## src/rtl/elevator_pkg.sv

```systemverilog
// Shared types and floor-set helpers for the elevator car logic.
// Request sets are handled at MAX_FLOORS width so the helpers serve any car size.
package elevator_pkg;

  typedef enum logic [1:0] {IDLE, MOVE_UP, MOVE_DOWN, DOOR} carState_t;

  localparam int NUM_FLOORS = 9;
  localparam int FLOOR_W    = 4;
  localparam int MAX_FLOORS = (1 << FLOOR_W) - 1;
  localparam int TIMER_W    = 8;

  // Bit i of a request set stands for floor i+1.
  function automatic logic anyAbove(input logic [MAX_FLOORS-1:0] pend,
                                    input logic [FLOOR_W-1:0] f);
    logic hit;
    hit = 1'b0;
    for (int i = 0; i < MAX_FLOORS; i++) begin
      if ((i + 1 > int'(f)) && pend[i]) hit = 1'b1;
    end
    return hit;
  endfunction

  function automatic logic anyBelow(input logic [MAX_FLOORS-1:0] pend,
                                    input logic [FLOOR_W-1:0] f);
    logic hit;
    hit = 1'b0;
    for (int i = 0; i < MAX_FLOORS; i++) begin
      if ((i + 1 < int'(f)) && pend[i]) hit = 1'b1;
    end
    return hit;
  endfunction

  function automatic logic [MAX_FLOORS-1:0] floorMask(input logic [FLOOR_W-1:0] f);
    logic [MAX_FLOORS-1:0] mask;
    mask = '0;
    for (int i = 0; i < MAX_FLOORS; i++) begin
      if (i + 1 == int'(f)) mask[i] = 1'b1;
    end
    return mask;
  endfunction

  function automatic logic isPending(input logic [MAX_FLOORS-1:0] pend,
                                     input logic [FLOOR_W-1:0] f);
    return |(pend & floorMask(f));
  endfunction

endpackage

```

## src/rtl/sched_timer.sv

```systemverilog
// Loadable down-counter; done is high while the count sits at zero.
module sched_timer
  import elevator_pkg::*;
#(
  parameter int W = TIMER_W
) (
  input  logic         clk,
  input  logic         reset,
  input  logic         i_load,
  input  logic         i_en,
  input  logic [W-1:0] i_loadValue,
  output logic         o_done
);

  logic [W-1:0] r_count;

  always_ff @(posedge clk) begin
    if (reset) begin
      r_count <= '0;
    end else if (i_load) begin
      r_count <= i_loadValue;
    end else if (i_en && (r_count != '0)) begin
      r_count <= r_count - 1'b1;
    end
  end

  assign o_done = (r_count == '0);

endmodule

```

## src/rtl/main_car_scheduler.sv

```systemverilog
// SCAN-order request scheduler and motion sequencer for the main elevator car.
// Pending requests are latched every cycle; the car keeps direction while requests lie ahead.
module main_car_scheduler
  import elevator_pkg::*;
#(
  parameter int FLOORS        = NUM_FLOORS,
  parameter int TRAVEL_CYCLES = 4,
  parameter int DWELL_CYCLES  = 6
) (
  input  logic               clk,
  input  logic               reset,
  input  logic [FLOORS-1:0]  internal_requests,
  input  logic [FLOORS-1:0]  external_requests,
  input  logic               sensor_trip,
  input  logic               hold,
  output logic               move_up,
  output logic               move_down,
  output logic               door_open,
  output logic [FLOOR_W-1:0] floor,
  output logic [FLOORS-1:0]  pending,
  output logic               busy
);

  localparam logic [TIMER_W-1:0] TRAVEL_LOAD = TIMER_W'(TRAVEL_CYCLES - 1);
  localparam logic [TIMER_W-1:0] DWELL_LOAD  = TIMER_W'(DWELL_CYCLES - 1);
  localparam logic [FLOOR_W-1:0] TOP_FLOOR   = FLOOR_W'(FLOORS);

  carState_t              r_state;
  carState_t              w_stateNext;
  logic                   r_dirUp;
  logic                   w_dirUpNext;
  logic [FLOOR_W-1:0]     w_floorNext;
  logic [MAX_FLOORS-1:0]  w_pendWide;
  logic [FLOORS-1:0]      w_clr;
  logic                   w_step;
  logic                   w_nextIsMove;
  logic                   w_travelLoad;
  logic                   w_travelEn;
  logic                   w_travelDone;
  logic                   w_dwellLoad;
  logic                   w_dwellEn;
  logic                   w_dwellDone;

  assign w_pendWide = MAX_FLOORS'(pending);

  // Decisions look only at the latched pending set, so a request arriving on a
  // floor-update edge is seen at the following evaluation.
  always_comb begin
    w_stateNext = r_state;
    w_dirUpNext = r_dirUp;
    w_floorNext = floor;
    w_step      = 1'b0;
    case (r_state)
      IDLE: begin
        if (isPending(w_pendWide, floor)) begin
          w_stateNext = DOOR;
        end else if (!hold && anyAbove(w_pendWide, floor) &&
                     (r_dirUp || !anyBelow(w_pendWide, floor))) begin
          w_stateNext = MOVE_UP;
          w_dirUpNext = 1'b1;
        end else if (!hold && anyBelow(w_pendWide, floor)) begin
          w_stateNext = MOVE_DOWN;
          w_dirUpNext = 1'b0;
        end
      end
      MOVE_UP: begin
        if (!hold && w_travelDone) begin
          if (floor >= TOP_FLOOR) begin
            w_stateNext = IDLE;
          end else begin
            w_step      = 1'b1;
            w_floorNext = floor + 1'b1;
            if (isPending(w_pendWide, w_floorNext)) w_stateNext = DOOR;
          end
        end
      end
      MOVE_DOWN: begin
        if (!hold && w_travelDone) begin
          if (floor <= FLOOR_W'(1)) begin
            w_stateNext = IDLE;
          end else begin
            w_step      = 1'b1;
            w_floorNext = floor - 1'b1;
            if (isPending(w_pendWide, w_floorNext)) w_stateNext = DOOR;
          end
        end
      end
      DOOR: begin
        if (!sensor_trip && w_dwellDone) w_stateNext = IDLE;
      end
      default: w_stateNext = IDLE;
    endcase
  end

  assign w_nextIsMove = (w_stateNext == MOVE_UP) || (w_stateNext == MOVE_DOWN);
  assign w_travelLoad = w_nextIsMove && ((r_state == IDLE) || w_step);
  assign w_travelEn   = ((r_state == MOVE_UP) || (r_state == MOVE_DOWN)) && !hold;
  assign w_dwellLoad  = (w_stateNext == DOOR) && ((r_state != DOOR) || sensor_trip);
  assign w_dwellEn    = (r_state == DOOR);

  // The floor being served is cleared while the door is open or opening.
  assign w_clr = ((r_state == DOOR) || (w_stateNext == DOOR)) ?
                 FLOORS'(floorMask(w_floorNext)) : '0;

  sched_timer #(.W(TIMER_W)) u_travelTimer (
    .clk         (clk),
    .reset       (reset),
    .i_load      (w_travelLoad),
    .i_en        (w_travelEn),
    .i_loadValue (TRAVEL_LOAD),
    .o_done      (w_travelDone)
  );

  sched_timer #(.W(TIMER_W)) u_dwellTimer (
    .clk         (clk),
    .reset       (reset),
    .i_load      (w_dwellLoad),
    .i_en        (w_dwellEn),
    .i_loadValue (DWELL_LOAD),
    .o_done      (w_dwellDone)
  );

  always_ff @(posedge clk) begin
    if (reset) begin
      r_state   <= IDLE;
      r_dirUp   <= 1'b1;
      floor     <= FLOOR_W'(1);
      pending   <= '0;
      move_up   <= 1'b0;
      move_down <= 1'b0;
      door_open <= 1'b0;
    end else begin
      r_state   <= w_stateNext;
      r_dirUp   <= w_dirUpNext;
      floor     <= w_floorNext;
      pending   <= (pending | internal_requests | external_requests) & ~w_clr;
      move_up   <= (w_stateNext == MOVE_UP) && !hold;
      move_down <= (w_stateNext == MOVE_DOWN) && !hold;
      door_open <= (w_stateNext == DOOR);
    end
  end

  assign busy = (r_state != IDLE) || (|pending);

endmodule

```

## config.mk

```make
export PLATFORM = sky130hd
export DESIGN_NAME = main_car_scheduler
export DESIGN_NICKNAME = d
export VERILOG_FILES = /design/src/rtl/elevator_pkg.sv /design/src/rtl/sched_timer.sv /design/src/rtl/main_car_scheduler.sv
export SDC_FILE = /design/constraint.sdc
export NUM_CORES = 1
export LEC_CHECK = 0
export CORE_MARGIN = 2
export CORE_UTILIZATION = 45
export DETAILED_ROUTE_END_ITERATION = 7
export GPL_ROUTABILITY_DRIVEN = 1
export PLACE_DENSITY = 0.71
export SETUP_SLACK_MARGIN = 0.3
export SLEW_MARGIN = 10
export SYNTH_ARGS = -nofsm -noshare
export SYNTH_HDL_FRONTEND = slang
export SYNTH_SLANG_ARGS = --single-unit
```

## constraint.sdc

```tcl
create_clock -name clk -period 3.21 [get_ports clk]
set_input_delay 0.963 -clock clk [delete_from_list [all_inputs] [get_ports clk]]
set_output_delay 0.963 -clock clk [all_outputs]
set_load 0.1 [all_outputs]
```

=== Yosys cells after proc, flatten, opt, wreduce, memory -nomap -nowiden ===
Index checks and enable logic that the tools add are counted.

* Mux-type cells: 212
* Order comparisons: 20
* Eq/ne operators: 61
* Bitwise operators: 8
* Reductions and logical operators: 56
* $add $sub $neg: 4

{| class="wikitable"
|+ Operator list
! kind !! count
|-
| $mux 1 || 190
|-
| $eq 4x4->1 const A || 30
|-
| $eq 3x4->1 const A || 14
|-
| $and 9x15->15 || 3
|-
| $reduce_or 15->1 || 3
|-
| $logic_and 1x1->1 || 30
|-
| $eq 2x4->1 const A || 7
|-
| $mux 2 || 12
|-
| $or 9x9->9 || 2
|-
| $gt 3x4->1 const A || 4
|-
| $logic_not 8->1 || 2
|-
| $lt 3x4->1 const A || 4
|-
| $mux 4 || 4
|-
| $reduce_bool 8->1 || 2
|-
| $sub 8x1->8 const B || 2
|-
| $eq 1x4->1 const A || 3
|-
| $and 9x9->9 || 1
|-
| $mux 9 || 1
|-
| $not 9->9 || 1
|-
| $reduce_or 9->1 || 1
|-
| $eq 2x2->1 const B || 4
|-
| $gt 2x4->1 const A || 2
|-
| $gt 4x4->1 const A || 2
|-
| $lt 2x4->1 const A || 2
|-
| other kinds (20) || 35
|}

* Flip-flop bits (word level): 35
* Input port bits: 22

=== Logic depth before layout (Yosys ltp) ===
* Word-level depth: 29
* Mapped depth: 16

=== Cells and area by module ===
From an unflattened synthesis, not the netlist that was laid out.

* Cell total of the unflattened synthesis: 331
* Area, all modules: 2,768.9 um^2

{| class="wikitable"
|+ Modules (own cells, without submodules)
! module !! cells each !! times used !! area an instance (um^2)
|-
| main_car_scheduler || 213 || 1 || 1,737.9
|-
| sched_timer || 59 || 2 || 515.5
|}

=== Worst setup path before layout ===
Ideal clock, no wire load.

* Kind: register to register
* Start point: register floor[1]
* End point: register pending[5]
* Buffers on the path: 2
* Path slack: -866 ps
* Data arrival time: 3,942 ps
* Period minus slack after synthesis: 4,076 ps
* Setup time: 134 ps
* Stages on the path, launching flop included: 16
* Cell sequence: dfxtp_1 -> clkbuf_1 -> inv_1 -> ha_1 -> buf_2 -> or2_2 -> a211oi_4 -> nand2_1 -> o31ai_1 -> a31oi_1 -> a22oi_1 -> ha_1 -> o21ai_0 -> or4_4 -> nand2_4 -> a211oi_2

* Longest elaborated chain between the ends: 24

{| class="wikitable"
|+ RTL lines
! item !! RTL line !! source
|-
| start, declared || main_car_scheduler.sv:19 || <nowiki>output logic [FLOOR_W-1:0] floor,</nowiki>
|-
| start signal, assigned || main_car_scheduler.sv:135 || <nowiki>floor <= w_floorNext;</nowiki>
|-
| $lt 1x4->1 || elevator_pkg.sv:28 || <nowiki>if ((i + 1 < int'(f)) && pend[i]) hit = 1'b1;</nowiki>
|-
| $logic_and 1x1->1 || elevator_pkg.sv:28 ||
|-
| $mux 1 (9 in series) || elevator_pkg.sv:28 ||
|-
| $mux 1 (on tied branches) || main_car_scheduler.sv:57, main_car_scheduler.sv:55 ||
|-
| $mux 1 (on tied branches) || main_car_scheduler.sv:55, main_car_scheduler.sv:53 ||
|-
| $mux 1 or $logic_not 1->1 (tied branches) || main_car_scheduler.sv:53, main_car_scheduler.sv:58 ||
|-
| $logic_and 1x1->1 or $logic_or 1x1->1 (tied branches) || main_car_scheduler.sv:61, main_car_scheduler.sv:58 ||
|-
| $mux 2 or $logic_and 1x1->1 (tied branches) || main_car_scheduler.sv:61, main_car_scheduler.sv:57 ||
|-
| $mux 2 || main_car_scheduler.sv:57 || <nowiki>end else if (!hold && anyAbove(w_pendWide, floor) &&</nowiki>
|-
| $mux 2 || main_car_scheduler.sv:55 || <nowiki>if (isPending(w_pendWide, floor)) begin</nowiki>
|-
| $pmux 2 s4 * || main_car_scheduler.sv:53 || <nowiki>case (r_state)</nowiki>
|-
| via w_stateNext[0] || main_car_scheduler.sv:29 || <nowiki>carState_t w_stateNext;</nowiki>
|-
| $eq 2x2->1 * || main_car_scheduler.sv:102 || <nowiki>assign w_clr = ((r_state == DOOR) || (w_stateNext == DOOR)) ?</nowiki>
|-
| $logic_or 1x1->1 * || main_car_scheduler.sv:102 ||
|-
| $mux 9 * || main_car_scheduler.sv:102 ||
|-
| $not 9->9 * || main_car_scheduler.sv:136 || <nowiki>pending <= (pending | internal_requests | external_requests) & ~w_clr;</nowiki>
|-
| $and 9x9->9 * || main_car_scheduler.sv:136 ||
|-
| end signal, assigned || main_car_scheduler.sv:136 ||
|-
| end, declared || main_car_scheduler.sv:20 || <nowiki>output logic [FLOORS-1:0] pending,</nowiki>
|}

The timed path passes the listed nets; every way through them passes the cells marked *. The select of a mux whose other input is x is not followed.
A chain may end at the register's enable or synchronous reset.

=== Worst setup path in the final report ===
* Start point: input port hold
* End point: register pending[6]

* Longest elaborated chain between the ends: 11

{| class="wikitable"
|+ RTL lines
! item !! RTL line !! source
|-
| start, declared || main_car_scheduler.sv:15 || <nowiki>input logic hold,</nowiki>
|-
| $logic_not 1->1 * || n/a ||
|-
| $logic_and 1x1->1 (on tied branches) || main_car_scheduler.sv:61, main_car_scheduler.sv:57 ||
|-
| $mux 2 or $logic_and 1x1->1 (tied branches) || main_car_scheduler.sv:61, main_car_scheduler.sv:57 ||
|-
| $mux 2 || main_car_scheduler.sv:57 ||
|-
| $mux 2 || main_car_scheduler.sv:55 ||
|-
| $pmux 2 s4 * || main_car_scheduler.sv:53 ||
|-
| via w_stateNext[1] || main_car_scheduler.sv:29 ||
|-
| $eq 2x2->1 * || main_car_scheduler.sv:102 ||
|-
| $logic_or 1x1->1 * || main_car_scheduler.sv:102 ||
|-
| $mux 9 * || main_car_scheduler.sv:102 ||
|-
| $not 9->9 * || main_car_scheduler.sv:136 ||
|-
| $and 9x9->9 * || main_car_scheduler.sv:136 ||
|}

The timed path passes the listed nets; every way through them passes the cells marked *.

==> impl_results.md <==
- Crit path max-delay family: compound AO/OA/AOI/OAI gates
- Number of rows created at floorplan: 28
- Flip-flop and latch area: 712 um2
- Net count of the finished layout: 448
- Placed cell area: 3360 um2
- Number of cells traversed by the worst hold path: 2
- Worst-path cell with the longest stage delay: or4b_4
- Synthesized area: 2680 um2
- Number of filler instances in the final layout: 456
- Global-route wire length before repair: 13700 um
- Crit Path Category: in -> reg
- Crit path capture type: register
- Maximum clock path buffer count: 2
- Instance count of the mapped netlist: 334
- List of cells traversed by the critical path: buf_6 > or4b_4 > a211oi_4 > nand2_2 > o31ai_4 > a31oi_4 > a21oi_2 > ha_2 > buf_6 > nor2_4 > a2111o_1 > nand2_4 > a211oi_2
- Largest net degree at the start of global routing: 20
- Synth async-reset ratio: 0
- Failing checks: setup timing
- Total of warnings raised by yosys: 0
- Reported leakage power: 0.00148 uW
- Routed vias/inst: 5.95
- Post-synth EDFFs: 0
- Buffering stage count on the worst path with inverters included: 2
- Crit path top cell by count: buf_6
- Status: complete, but fails checks
- Routed len/inst: 17.7 um
- Worst supply voltage drop on vdd: 0.866 mV
- Count of unique library cells instantiated by Yosys: 67
- Setup violators final: 10
- Area delta synth->final: 39.7%
- Total routing usage reported by global routing: 0.266
- Number of max-capacitance violations reported: 0
- Post-route worst setup slack: -36.0 ps
- Depth of the worst register-to-register path: 14
- Power after layout: 3860 uW
- Die X: 81.1 um
- Final instance area: 3740 um2
- Floorplan die area: 6580 um2
- Number of buffer cells added on primary ports: 38
- Die height: 81.1 um
- Gpl congestion: 0.890
- Starting density of the core: 0.458
- Number of diodes: 0
- Number of primary I/O pins: 39
- Post-Syn Area per Cell: 8.02 um2
- Post-synth net total: 372
- Critical Path Max Stage Delay: 510 ps
- Remaining antenna violation count after routing: 0
- Via count of the first global-routing pass: 2734
- DRC violation count after routing: 0
- Inserted Clock Buffers: 5
- Drt first pass iters: 6
- Top_reg_cell synth: dfxtp_1
- Most common library cell in the layout ignoring fill and taps: buf_4
- Deepest level of the CTS H-tree: 2
- Hold WC Path Type: reg -> reg
- Setup crit start kind: input port
- Critical path arrival: 3400 ps
- Summed negative setup slack over all endpoints: -199 ps
- Clock network latency to the later pin of the worst-skew pair: 290 ps
- P per Cell Area: 1030 nW/um2
- Number of buffers added to fix hold violations after cts: 0
- Overall overflow remaining after global route: 0
- Total routed wirelength: 8590 um
- Min cycle time layout: 3250 ps
- Top fanout value on the critical path: 4
- Detailed Route Iter0 Violations: 251
- Worst clock skew: 8.50 ps
- Worst-path clk slew: 80 ps
- RSZ-0062 raised after global routing: yes
- Via count: 2890
- Max transition margin: 0.576
- Root buffer cell: clkbuf_8
- CTS tree: built
- Maximum clock frequency: 308 MHz
- Sum of net half-perimeters after detailed placement: 6130 um
- Final cycle utilization of the critical path: 1.01
- Ratio of cells with drive above 1 in the final layout: 0.343
- Synthesized flop and latch total: 35
- Hold Vio Cnt, Final: 0
- Number of antenna violations at the first check in global routing: 0
- Worst Tran Pin Value: 637 ps
- Area used by multi-input combinational logic: 2000 um2
- Endpoint required time on the critical path: 3360 ps
- Most frequent cells in the layout: buf_4 (58), dfxtp_1 (30), nor2_1 (24)
- Clock net sink count: 35
- Placeable Area: 5850 um2
- Max-slew violation total from the final report: 0
- Share of the yosys chip area belonging to registers: 0.262
- Levels on crit path: 13
[area by class of cell]
class / instances / area share
multi-input combinational: 258 / 0.534
clock buffer: 5 / 0.0184
timing repair buffer: 90 / 0.208
tap: 75 / 0.0251
inverter: 20 / 0.0201
sequential: 35 / 0.190
clock inverter: 3 / 0.00401
[tightest hold or removal path, stage by stage (launching register included)]
cell and delay (ps):
dfxtp_1 340, nand2_1 60, a21oi_1 50
[sequential cells by signal, summed over array words and instances, names as in the netlist]
name                   flops
move_down                  1
u_travelTimer.r_count      8
u_dwellTimer.r_count       8
r_state                    2
floor                      4
pending                    9
move_up                    1
door_open                  1
r_dirUp                    1
[power breakdown]
part	internal [uW]	switching (uW)
Combinational	1270	1610
Clock	148	159
Sequential	545	134
[synth_stat cells (all sizes together), types with 4 or more instances]
cell / number / area [um2]
a211oi: 15 / 163
a21oi: 16 / 80.1
a221oi: 4 / 35.0
a22oi: 9 / 72.6
a31oi: 7 / 43.8
and2: 4 / 25.0
buf: 6 / 46.3
clkbuf: 15 / 56.3
dfxtp: 35 / 701
ha: 16 / 200
inv: 20 / 75.1
nand2: 23 / 93.8
nand2b: 10 / 62.6
nor2: 29 / 109
nor2b: 4 / 25.0
nor3: 20 / 111
nor4: 4 / 25.0
o21ai: 17 / 85.1
o22ai: 5 / 31.3
xnor2: 12 / 105
xor2: 6 / 52.6
[through the flow]
step	instances	hold WS, ps	worst slack (ps)	util
final	486	493	-36.0	0.639
after global routing	486	526	-102	0.639
after CTS	482	497	-127	0.621
after detailed placement	465	486	-592	0.575
after global placement	465	477	-526	0.575
after floorplan	334	457	-70.5	-
[final timing paths]
check,startpoint,to,slack [ps]
min reg2reg,u_travelTimer.r_count[2],u_travelTimer.r_count[2],490
max,hold,pending[6],-40
min,u_travelTimer.r_count[2],u_travelTimer.r_count[2],490
max reg2reg,floor[1],pending[6],-10
[metal layers]
| metal | track usage | vias to the layer above | wire, um |
|---|---|---|---|
| li1 | - | 1379 | - |
| met3 | 0.0422 | 17 | 634 |
| met5 | 0 | - | 0 |
| met4 | 0.0644 | 0 | 123 |
| met2 | 0.430 | 125 | 4090 |
| met1 | 0.372 | 1369 | 3740 |
[cell families (layout without fill, tap and decap cells)]
group	after synthesis	count (layout)	synth area share
simple gates	119	119	0.240
xor+xnor	18	18	0.0589
compound gates	102	102	0.287
buf+inv	41	118	0.0663
flops	35	35	0.262
mux	3	3	0.0112
fa+ha+maj	16	16	0.0748
[repair_timing]
action | CTS | global route
resized for setup | 32 | 21
pin swaps | 17 | 20
endpoints found under the setup margin | 29 | 29
buffers inserted | 9 | 4
(Power assumes the default switching activity.)
